--- config.mk ---
export PLATFORM = sky130hd
export DESIGN_NAME = lru_victim_tracker_flat
export DESIGN_NICKNAME = d
export VERILOG_FILES = /design/src/rtl/lru_victim_tracker_if.sv /design/src/rtl/lru_victim_tracker.sv /design/src/flat_wrapper.sv
export SDC_FILE = /design/constraint.sdc
export NUM_CORES = 1
export LEC_CHECK = 0
export CAP_MARGIN = 20
export CELL_PAD_IN_SITES_DETAIL_PLACEMENT = 0
export CELL_PAD_IN_SITES_GLOBAL_PLACEMENT = 1
export CORE_MARGIN = 2
export CORE_UTILIZATION = 46
export DETAILED_ROUTE_END_ITERATION = 7
export DONT_BUFFER_PORTS = 1
export PLACE_DENSITY = 0.8
export SYNTH_ARGS = -nofsm -noshare
export SYNTH_HDL_FRONTEND = slang
export SYNTH_SLANG_ARGS = --single-unit
--- constraint.sdc ---
create_clock -name clk -period 3.9 [get_ports clk]
set_input_delay 0.39 -clock clk [delete_from_list [all_inputs] [get_ports clk]]
set_output_delay 0.39 -clock clk [all_outputs]
set_load 0.05 [all_outputs]
--- src/rtl/lru_victim_tracker_if.sv ---
// Request/response bundle between the cache replacement controller and the
// per-set LRU victim tracker.
interface lru_victim_tracker_if #(
  parameter int SET_BITS = 3
);
  logic                acc_en;
  logic [SET_BITS-1:0] acc_set;
  logic [1:0]          acc_way;
  logic                acc_fill;
  logic                inv_en;
  logic [SET_BITS-1:0] inv_set;
  logic [1:0]          inv_way;
  logic                lk_en;
  logic [SET_BITS-1:0] lk_set;
  logic [3:0]          victim_vec;
  logic                victim_valid;

  modport master (
    output acc_en, acc_set, acc_way, acc_fill,
    output inv_en, inv_set, inv_way,
    output lk_en, lk_set,
    input  victim_vec, victim_valid
  );

  modport slave (
    input  acc_en, acc_set, acc_way, acc_fill,
    input  inv_en, inv_set, inv_way,
    input  lk_en, lk_set,
    output victim_vec, victim_valid
  );
endinterface

--- src/rtl/lru_victim_tracker.sv ---
// Per-set 4-way LRU age tracker; emits a registered, never-zero victim
// candidate vector for the lowest-set-bit priority encoder.
module lru_victim_tracker #(
  parameter int SET_BITS = 3
) (
  input logic                 clk,
  input logic                 rst_n,
  lru_victim_tracker_if.slave bus
);

  localparam int NSETS = 1 << SET_BITS;

  typedef logic [3:0][1:0] set_age_t;

  set_age_t   age_q   [NSETS];
  set_age_t   age_d   [NSETS];
  logic [3:0] valid_q [NSETS];
  logic [3:0] valid_d [NSETS];

  logic [3:0] victim_vec_q, victim_vec_d;
  logic       victim_valid_q, victim_valid_d;

  logic [1:0] acc_age;
  logic       inv_take;

  // Set-state update: access first; an invalidate to the same set is dropped.
  always_comb begin
    // NOTE: every always_comb output gets a default first so no path infers a latch.
    age_d    = age_q;
    valid_d  = valid_q;
    acc_age  = age_q[bus.acc_set][bus.acc_way];
    inv_take = bus.inv_en && !(bus.acc_en && (bus.acc_set == bus.inv_set));

    if (bus.acc_en) begin
      for (int w = 0; w < 4; w++) begin
        if (age_q[bus.acc_set][w] < acc_age) begin
          age_d[bus.acc_set][w] = age_q[bus.acc_set][w] + 2'd1;
        end
      end
      age_d[bus.acc_set][bus.acc_way] = 2'd0;
      if (bus.acc_fill) begin
        valid_d[bus.acc_set][bus.acc_way] = 1'b1;
      end
    end

    if (inv_take) begin
      valid_d[bus.inv_set][bus.inv_way] = 1'b0;
    end
  end

  set_age_t   lk_age;
  logic [3:0] lk_valid;
  logic [3:0] cand;

  // Lookup reads the post-update state so a same-cycle write is never missed.
  always_comb begin
    lk_age   = age_d[bus.lk_set];
    lk_valid = valid_d[bus.lk_set];
    cand     = 4'b0000;
    if (lk_valid != 4'b1111) begin
      cand = ~lk_valid;
    end else begin
      for (int w = 0; w < 4; w++) begin
        cand[w] = (lk_age[w] == 2'd3);
      end
    end
    victim_valid_d = bus.lk_en;
    victim_vec_d   = bus.lk_en ? cand : victim_vec_q;
  end

  // NOTE: the age/valid arrays are plain flops, so they take the async reset like any other state.
  always_ff @(posedge clk or negedge rst_n) begin
    if (!rst_n) begin
      for (int s = 0; s < NSETS; s++) begin
        for (int w = 0; w < 4; w++) begin
          age_q[s][w] <= 2'(w);
        end
        valid_q[s] <= 4'b0000;
      end
      victim_vec_q   <= 4'b0000;
      victim_valid_q <= 1'b0;
    end else begin
      // NOTE: sequential state uses non-blocking assignments only.
      age_q          <= age_d;
      valid_q        <= valid_d;
      victim_vec_q   <= victim_vec_d;
      victim_valid_q <= victim_valid_d;
    end
  end

  assign bus.victim_vec   = victim_vec_q;
  assign bus.victim_valid = victim_valid_q;

endmodule

--- src/flat_wrapper.sv ---
// flat-port wrapper written by rule: the top's interface ports become plain ports
module lru_victim_tracker_flat 
#(
  parameter int SET_BITS = 3
)
  (clk, rst_n, bus_acc_en, bus_acc_set, bus_acc_way, bus_acc_fill, bus_inv_en, bus_inv_set, bus_inv_way, bus_lk_en, bus_lk_set, bus_victim_vec, bus_victim_valid);
  lru_victim_tracker_if #(.SET_BITS(SET_BITS)) bus_i ();
  input logic clk;
  input logic rst_n;
  input wire logic [$bits(bus_i.acc_en)-1:0] bus_acc_en;
  input wire logic [$bits(bus_i.acc_set)-1:0] bus_acc_set;
  input wire logic [$bits(bus_i.acc_way)-1:0] bus_acc_way;
  input wire logic [$bits(bus_i.acc_fill)-1:0] bus_acc_fill;
  input wire logic [$bits(bus_i.inv_en)-1:0] bus_inv_en;
  input wire logic [$bits(bus_i.inv_set)-1:0] bus_inv_set;
  input wire logic [$bits(bus_i.inv_way)-1:0] bus_inv_way;
  input wire logic [$bits(bus_i.lk_en)-1:0] bus_lk_en;
  input wire logic [$bits(bus_i.lk_set)-1:0] bus_lk_set;
  output wire logic [$bits(bus_i.victim_vec)-1:0] bus_victim_vec;
  output wire logic [$bits(bus_i.victim_valid)-1:0] bus_victim_valid;
  assign bus_i.acc_en = bus_acc_en;
  assign bus_i.acc_set = bus_acc_set;
  assign bus_i.acc_way = bus_acc_way;
  assign bus_i.acc_fill = bus_acc_fill;
  assign bus_i.inv_en = bus_inv_en;
  assign bus_i.inv_set = bus_inv_set;
  assign bus_i.inv_way = bus_inv_way;
  assign bus_i.lk_en = bus_lk_en;
  assign bus_i.lk_set = bus_lk_set;
  assign bus_victim_vec = bus_i.victim_vec;
  assign bus_victim_valid = bus_i.victim_valid;
  lru_victim_tracker #(.SET_BITS(SET_BITS)) u_core (.clk(clk), .rst_n(rst_n), .bus(bus_i));
endmodule
==> flow_summary_export.csv, run 1 <==
group,metric,value,unit
outcome,status,"finished, final reports clean",
critical_path,reg2reg_depth,12,
clock_tree,cts_tree,"done",
timing,fin_worst_skew,8.516,ps
floorplan,fp.dieH,119.1,um
floorplan,die_w,119.1,um
critical_path,endpoint_kind,"flip-flop",
critical_path,crit_path_max_incr_delay,380,ps
logic_synthesis,synthesis.area,6097,um^2
worst_hold_path,holdCritStartpoint,"bus_lk_en",
critical_path,required,4150,ps
critical_path,regToRegSetupSlack,170,ps
placement,hpwl,13170,um
critical_path,crit_type,"reg -> reg",
route,vias,5330,
critical_path,slowest_stage,"dfstp_2",
logic_synthesis,synth_nets,649,
logic_synthesis,synth_seq_cells,101,
grt,grt_overflow,0,
finish,antenna_cells,0,
placement,port-buffer-count,0,
timing,fin_setup_tns,0,ps
critical_path,cp_max_fo,10,
clock_tree,ctsLongestPathBuffers,2,
finish,final_cell_area,6518,um^2
logic_synthesis,yosysUniqueCellTypes,83,
floorplan,die-area,14190,um^2
run,cap_violations,0,
timing,hold_slack,55.87,ps
route,first_iter_violations,611,
critical_path,critPathBufInv,0,
timing,setup_violations,0,
worst_hold_path,min_path_type,"in -> reg",
grt,track_usage,0.2752,
critical_path,reg2reg_to,"u_core.bus.victim_vec[0]$_DFFE_PN0P_",
critical_path,r2r_start,"u_core.age_q[31]$_DFF_PN1_",
route,viasPerCell,6.755,
floorplan,ios,24,
pwr,power_leakage,2.657,nW
critical_path,crit_top_cell,"a221o_1",
logic_synthesis,yosys_most_used_dff,"dfrtp_1",
timing,fmax,267.9,MHz
route,wl_per_cell,23.94,um
route,totalWireLength,18890,um
logic_synthesis,yosysWarnings,0,
finish,nets,631,
grt,grt_antenna_before_repair,0,
grt,grt_start_max_net_pins,102,
logic_synthesis,syn_inst,626,
finish,drive_gt1_frac,0.1843,
route,ant_nets,0,
clock_tree,cts.reportedPaths.clkPinSlew,70,ps
critical_path,cp.depth,12,
logic_synthesis,ys_seq_area_frac,0.4211,
placement,dpl_worst_slack,106.4,ps
timing,drv_slew,0,
timing,relSlewSlack,0.2741,
critical_path,critPathLaunch,"u_core.age_q[31]$_DFF_PN1_",
timing,rsz0062_at_grt,"no",
route,first_pass_iters,5,
timing,worst_slack,167.9,ps
critical_path,start_kind,"flip-flop",
logic_synthesis,syn_avg_cell_area,9.740,um^2
floorplan,num_rows,42,
timing,tightest_slew,1087,ps
timing,fin_crit_sh,0.9569,
logic_synthesis,ys_async_sr_fraction,1.000,
finish,mostFrequentLayoutCell,"dfrtp_1",
clock_tree,cts_made_buffers,9,
pwr,ir_drop,0.2883,mV
floorplan,start_util,0.4660,
clock_tree,cts.sinks,101,
grt,grt_pass1_wl,29790,um
placement,gp_congestion,0.8885,
worst_hold_path,hold_depth,0,
pwr,power_density,654.6,nW/um^2
critical_path,arrival,3980,ps
clock_tree,clock_latency,360,ps
worst_hold_path,holdPathEnd,"u_core.bus.victim_valid$_DFF_PN0_",
finish,final_cell_mix,"dfrtp_1 (69), a21oi_1 (64), nand2_1 (45)",
clock_tree,cts_root_buffer,"clkbuf_16",
route,drcViolationCount,0,
placement,place_area,6183,um^2
timing,min_period,3732,ps
critical_path,crit_family,"compound AO/OA/AOI/OAI gates",
finish,syn2layout_area_growth,6.895,%
clock_tree,h-tree-depth,3,
grt,first_global_vias,5278,
critical_path,cp_cell_sequence,"mux2_2, a221o_1, a222oi_1, a21oi_1, a21oi_2, ha_1, o2111a_1, nor3_1, o22ai_1, and2_1, a221o_1, a41o_1",
logic_synthesis,synth_edf_count,0,
clock_tree,post_cts_buffers,0,
floorplan,core_area,13090,um^2
timing,hold_viol,0,
-- how the worst max path moves through the flow --
| stage | slack [ps] | to |
|---|---|---|
| after floorplan | 2 | u_core.bus.victim_vec[3]$_DFFE_PN0P_ |
| after global placement | 190 | u_core.bus.victim_vec[1]$_DFFE_PN0P_ |
| after detailed placement | 110 | u_core.bus.victim_vec[0]$_DFFE_PN0P_ |
| after CTS | 170 | u_core.bus.victim_vec[0]$_DFFE_PN0P_ |
| after global routing | 20 | u_core.bus.victim_vec[1]$_DFFE_PN0P_ |
| final | 170 | u_core.bus.victim_vec[0]$_DFFE_PN0P_ |
-- through the flow --
stage          power (mW)  instances    util
3_3_place_gp        3.277        771  0.4726
3_5_place_dp        3.316        771  0.4726
6_report            4.267        789  0.4981
5_1_grt             4.502        789  0.4981
4_1_cts             4.227        789  0.4970
2_1_floorplan       2.878        626       -
-- synth_stat cells, types with 9 or more instances --
library cell | instances | area share
a211oi_1 | 10 | 0.012
a21oi_1 | 65 | 0.053
a22o_1 | 21 | 0.030
a311oi_1 | 10 | 0.014
a31oi_1 | 32 | 0.033
and2_1 | 18 | 0.018
clkbuf_1 | 25 | 0.015
dfrtp_1 | 69 | 0.28
dfstp_2 | 32 | 0.14
inv_1 | 20 | 0.012
mux2_2 | 10 | 0.018
mux2i_1 | 12 | 0.020
nand2_1 | 45 | 0.028
nor2_1 | 22 | 0.014
nor3_1 | 9 | 0.0074
o21ai_0 | 43 | 0.035
o22ai_1 | 10 | 0.010
o31ai_1 | 10 | 0.012
-- layer usage --
metal  routed length (um)  global-route usage
met1                 8049              0.3729
met3                 1603             0.06130
met5                    0                   0
met2                 8641              0.4253
met4                  595              0.1183
-- final cells by class --
type                       count  area [um^2]
fill                        1187         6568
inverter                      22        82.58
sequential                   101         2567
clock inverter                 7        57.56
multi-input combinational    457         3214
tap                          176        220.2
clock buffer                   9        225.2
timing repair buffer          17        150.1
-- what timing repair did --
action                                 4_1_cts  5_1_grt
resized for setup                            0        3
setup endpoints to repair                    0        3
hold buffers                                 2        0
endpoints found under the hold margin      101        0
-- state kept, by name, indices dropped and copies added (netlist names) --
name	cells
u_core.age_q	64
u_core.bus.victim_valid	1
u_core.bus.victim_vec	4
u_core.valid_q	32
-- cells by family after synthesis --
family / count (synthesis) / share of synthesized area
flops: 101 / 0.4211
compound gates: 264 / 0.2974
fa+ha+maj: 4 / 0.008209
mux: 30 / 0.06711
xor+xnor: 5 / 0.009646
buf+inv: 68 / 0.05582
simple gates: 154 / 0.1408
-- report_power, final --
part	internal, mW	total, mW	switching [mW]
clock network	0.444	0.879	0.436
logic	0.676	1.62	0.940
registers	1.53	1.77	0.242
(Power assumes the default switching activity.)
==> run 2, diff against run 1 <==
--- a/config.mk
+++ b/config.mk
@@ -9,10 +9,10 @@
 export CELL_PAD_IN_SITES_DETAIL_PLACEMENT = 0
 export CELL_PAD_IN_SITES_GLOBAL_PLACEMENT = 1
 export CORE_MARGIN = 2
-export CORE_UTILIZATION = 46
+export CORE_UTILIZATION = 55
 export DETAILED_ROUTE_END_ITERATION = 7
 export DONT_BUFFER_PORTS = 1
-export PLACE_DENSITY = 0.8
+export PLACE_DENSITY = 0.89
 export SYNTH_ARGS = -nofsm -noshare
 export SYNTH_HDL_FRONTEND = slang
 export SYNTH_SLANG_ARGS = --single-unit
==> constraint.sdc (replaced) <==
create_clock -name clk -period 4.65 [get_ports clk]
set_input_delay 0.465 -clock clk [delete_from_list [all_inputs] [get_ports clk]]
set_output_delay 0.465 -clock clk [all_outputs]
set_load 0.05 [all_outputs]
==> run 2 against run 1 <==
Effect of this change:
- die area decreased by 16%
- sequential power fell by 15%
- largest cell class unchanged
- the run now ends with hold timing left
- worst hold slack got worse by 75 ps
- routed wire length shrank 1.9%
- fmax is 11% lower
==> flow_summary_export.csv, run 2 (same netlist as run 1, synthesis figures left out) <==
group,metric,value,unit
floorplan,fp.dieH,109.3,um
timing,fin_setup_tns,0,ps
critical_path,crit_path_max_incr_delay,650,ps
clock_tree,h-tree-depth,3,
clock_tree,cts.sinks,101,
worst_hold_path,min_path_type,"in -> async",
timing,setup_violations,0,
timing,rsz0062_at_grt,"no",
floorplan,start_util,0.5624,
critical_path,crit_family,"compound AO/OA/AOI/OAI gates",
timing,fin_crit_sh,0.9043,
timing,fin_worst_skew,14.56,ps
pwr,power_leakage,2.588,nW
placement,port-buffer-count,0,
clock_tree,post_cts_buffers,0,
clock_tree,cts.reportedPaths.clkPinSlew,100,ps
timing,drv_slew,0,
critical_path,start_kind,"flip-flop",
pwr,fin_total_pwr,3.379,mW
timing,fmax,237.8,MHz
critical_path,required,4960,ps
route,vias,5364,
critical_path,r2r_start,"u_core.age_q[31]$_DFF_PN1_",
route,drcViolationCount,0,
run,cap_violations,0,
timing,hold_viol,8,
placement,place_area,6090,um^2
route,viasPerCell,7.171,
floorplan,num_rows,38,
grt,grt_antenna_before_repair,0,
finish,final_cell_area,6319,um^2
finish,nFillCells,938,
critical_path,regToRegSetupSlack,440,ps
placement,gp_congestion,0.9047,
clock_tree,cts_tree,"done",
critical_path,arrival,4510,ps
floorplan,core_area,10840,um^2
critical_path,endpoint,"u_core.bus.victim_vec[1]$_DFFE_PN0P_",
route,wl_per_cell,24.78,um
outcome,violations,"hold timing",
finish,drive_gt1_frac,0.1711,
critical_path,crit_top_cell,"a21oi_1",
pwr,ir_drop,0.2921,mV
critical_path,crit_type,"reg -> reg",
critical_path,endpoint_kind,"flip-flop",
floorplan,die-area,11940,um^2
route,totalWireLength,18540,um
finish,largest_register,"u_core.age_q",
critical_path,reg2reg_to,"u_core.bus.victim_vec[1]$_DFFE_PN0P_",
grt,grt_start_max_net_pins,102,
timing,relSlewSlack,0.4016,
critical_path,reg2reg_depth,15,
timing,tightest_slew,897.6,ps
route,ant_nets,0,
finish,syn2layout_area_growth,3.632,%
finish,mostFrequentLayoutCell,"dfrtp_1",
critical_path,critPathBufInv,2,
clock_tree,ctsLongestPathBuffers,2,
grt,first_global_vias,5229,
finish,final_cell_mix,"dfrtp_1 (69), a21oi_1 (65), nand2_1 (45)",
route,first_iter_violations,516,
pwr,power_density,534.7,nW/um^2
critical_path,slowest_stage,"a31oi_1",
grt,grt_pass1_wl,29360,um
route,first_pass_iters,5,
finish,antenna_cells,0,
grt,track_usage,0.3312,
outcome,status,"finished, violations left",
clock_tree,cts_root_buffer,"clkbuf_8",
floorplan,die_w,109.3,um
placement,hpwl,12920,um
clock_tree,cts_made_buffers,9,
critical_path,cp_max_fo,8,
timing,hold_slack,-19.26,ps
critical_path,cp_cell_sequence,"mux2_2, a221o_1, a222oi_1, buf_4, a21oi_1, a21oi_1, ha_1, inv_1, a21oi_1, a31oi_1, and2_1, o221a_2, a311oi_1, or3_1, o31ai_1",
finish,largest_register_ffs,64,
critical_path,cp.depth,15,
timing,min_period,4205,ps
critical_path,critPathLaunch,"u_core.age_q[31]$_DFF_PN1_",
clock_tree,clock_latency,400,ps
floorplan,ios,24,
finish,nets,626,
grt,grt_overflow,0,
finish,fin_util,0.5829,
==> run 2: per-layer routing <==
layer  track usage  share of wire
met5             0              0
met4        0.1600          0.029
met3       0.06461           0.10
met2        0.4947           0.46
met1        0.4643           0.41
==> run 2: timing repair <==
| action | 4_1_cts | 5_1_grt |
|---|---|---|
| hold endpoints to repair | 101 | 0 |
| hold buffers | 1 | 0 |
| resized for setup | 0 | 0 |
==> run 2: where the power goes <==
group | internal [mW] | leakage (nW) | total [mW] | switching [mW]
combinational | 0.530 | 1.27 | 1.29 | 0.764
sequential | 1.28 | 1.22 | 1.50 | 0.213
clock | 0.265 | 0.101 | 0.588 | 0.324
total | 2.08 | 2.59 | 3.38 | 1.30
==> run 2: worst min path at each step <==
| stage | start | slack [ps] | cells past startpoint | to |
|---|---|---|---|---|
| 2_1_floorplan | rst_n | 170 | 0 | u_core.age_q[0]$_DFF_PN0_ |
| 3_3_place_gp | rst_n | 170 | 0 | u_core.age_q[57]$_DFF_PN0_ |
| 3_5_place_dp | rst_n | 170 | 0 | u_core.age_q[57]$_DFF_PN0_ |
| 4_1_cts | rst_n | 4 | 1 | u_core.age_q[8]$_DFF_PN0_ |
| 5_1_grt | rst_n | 8 | 1 | u_core.age_q[8]$_DFF_PN0_ |
| 6_report | rst_n | -20 | 1 | u_core.age_q[57]$_DFF_PN0_ |
==> run 2: through the flow <==
step                      cells  setup WS [ps]
after floorplan             626          536.6
final                       748          445.0
after global placement      730          428.1
after CTS                   747          509.5
after global routing        748          166.1
after detailed placement    730          340.6
==> run 2: area by class of cell <==
type                            count  area, um^2  area share
Clock buffer                       12       145.1     0.02297
Clock inverter                      4       48.80    0.007723
Inverter                           22       82.58     0.01307
Multi-Input combinational cell    457        3189      0.5048
Sequential cell                   101        2567      0.4063
Tap cell                          140       175.2     0.02772
Timing Repair Buffer               12       110.1     0.01743
==> run 2: worst register-to-register path: cells and delay by family, from the launching register on <==
family          cells  cell delay, ps
simple gates        2             580
flops               1             390
compound gates      9            2290
mux                 1             260
fa+ha+maj           1             330
buf+inv             2             270
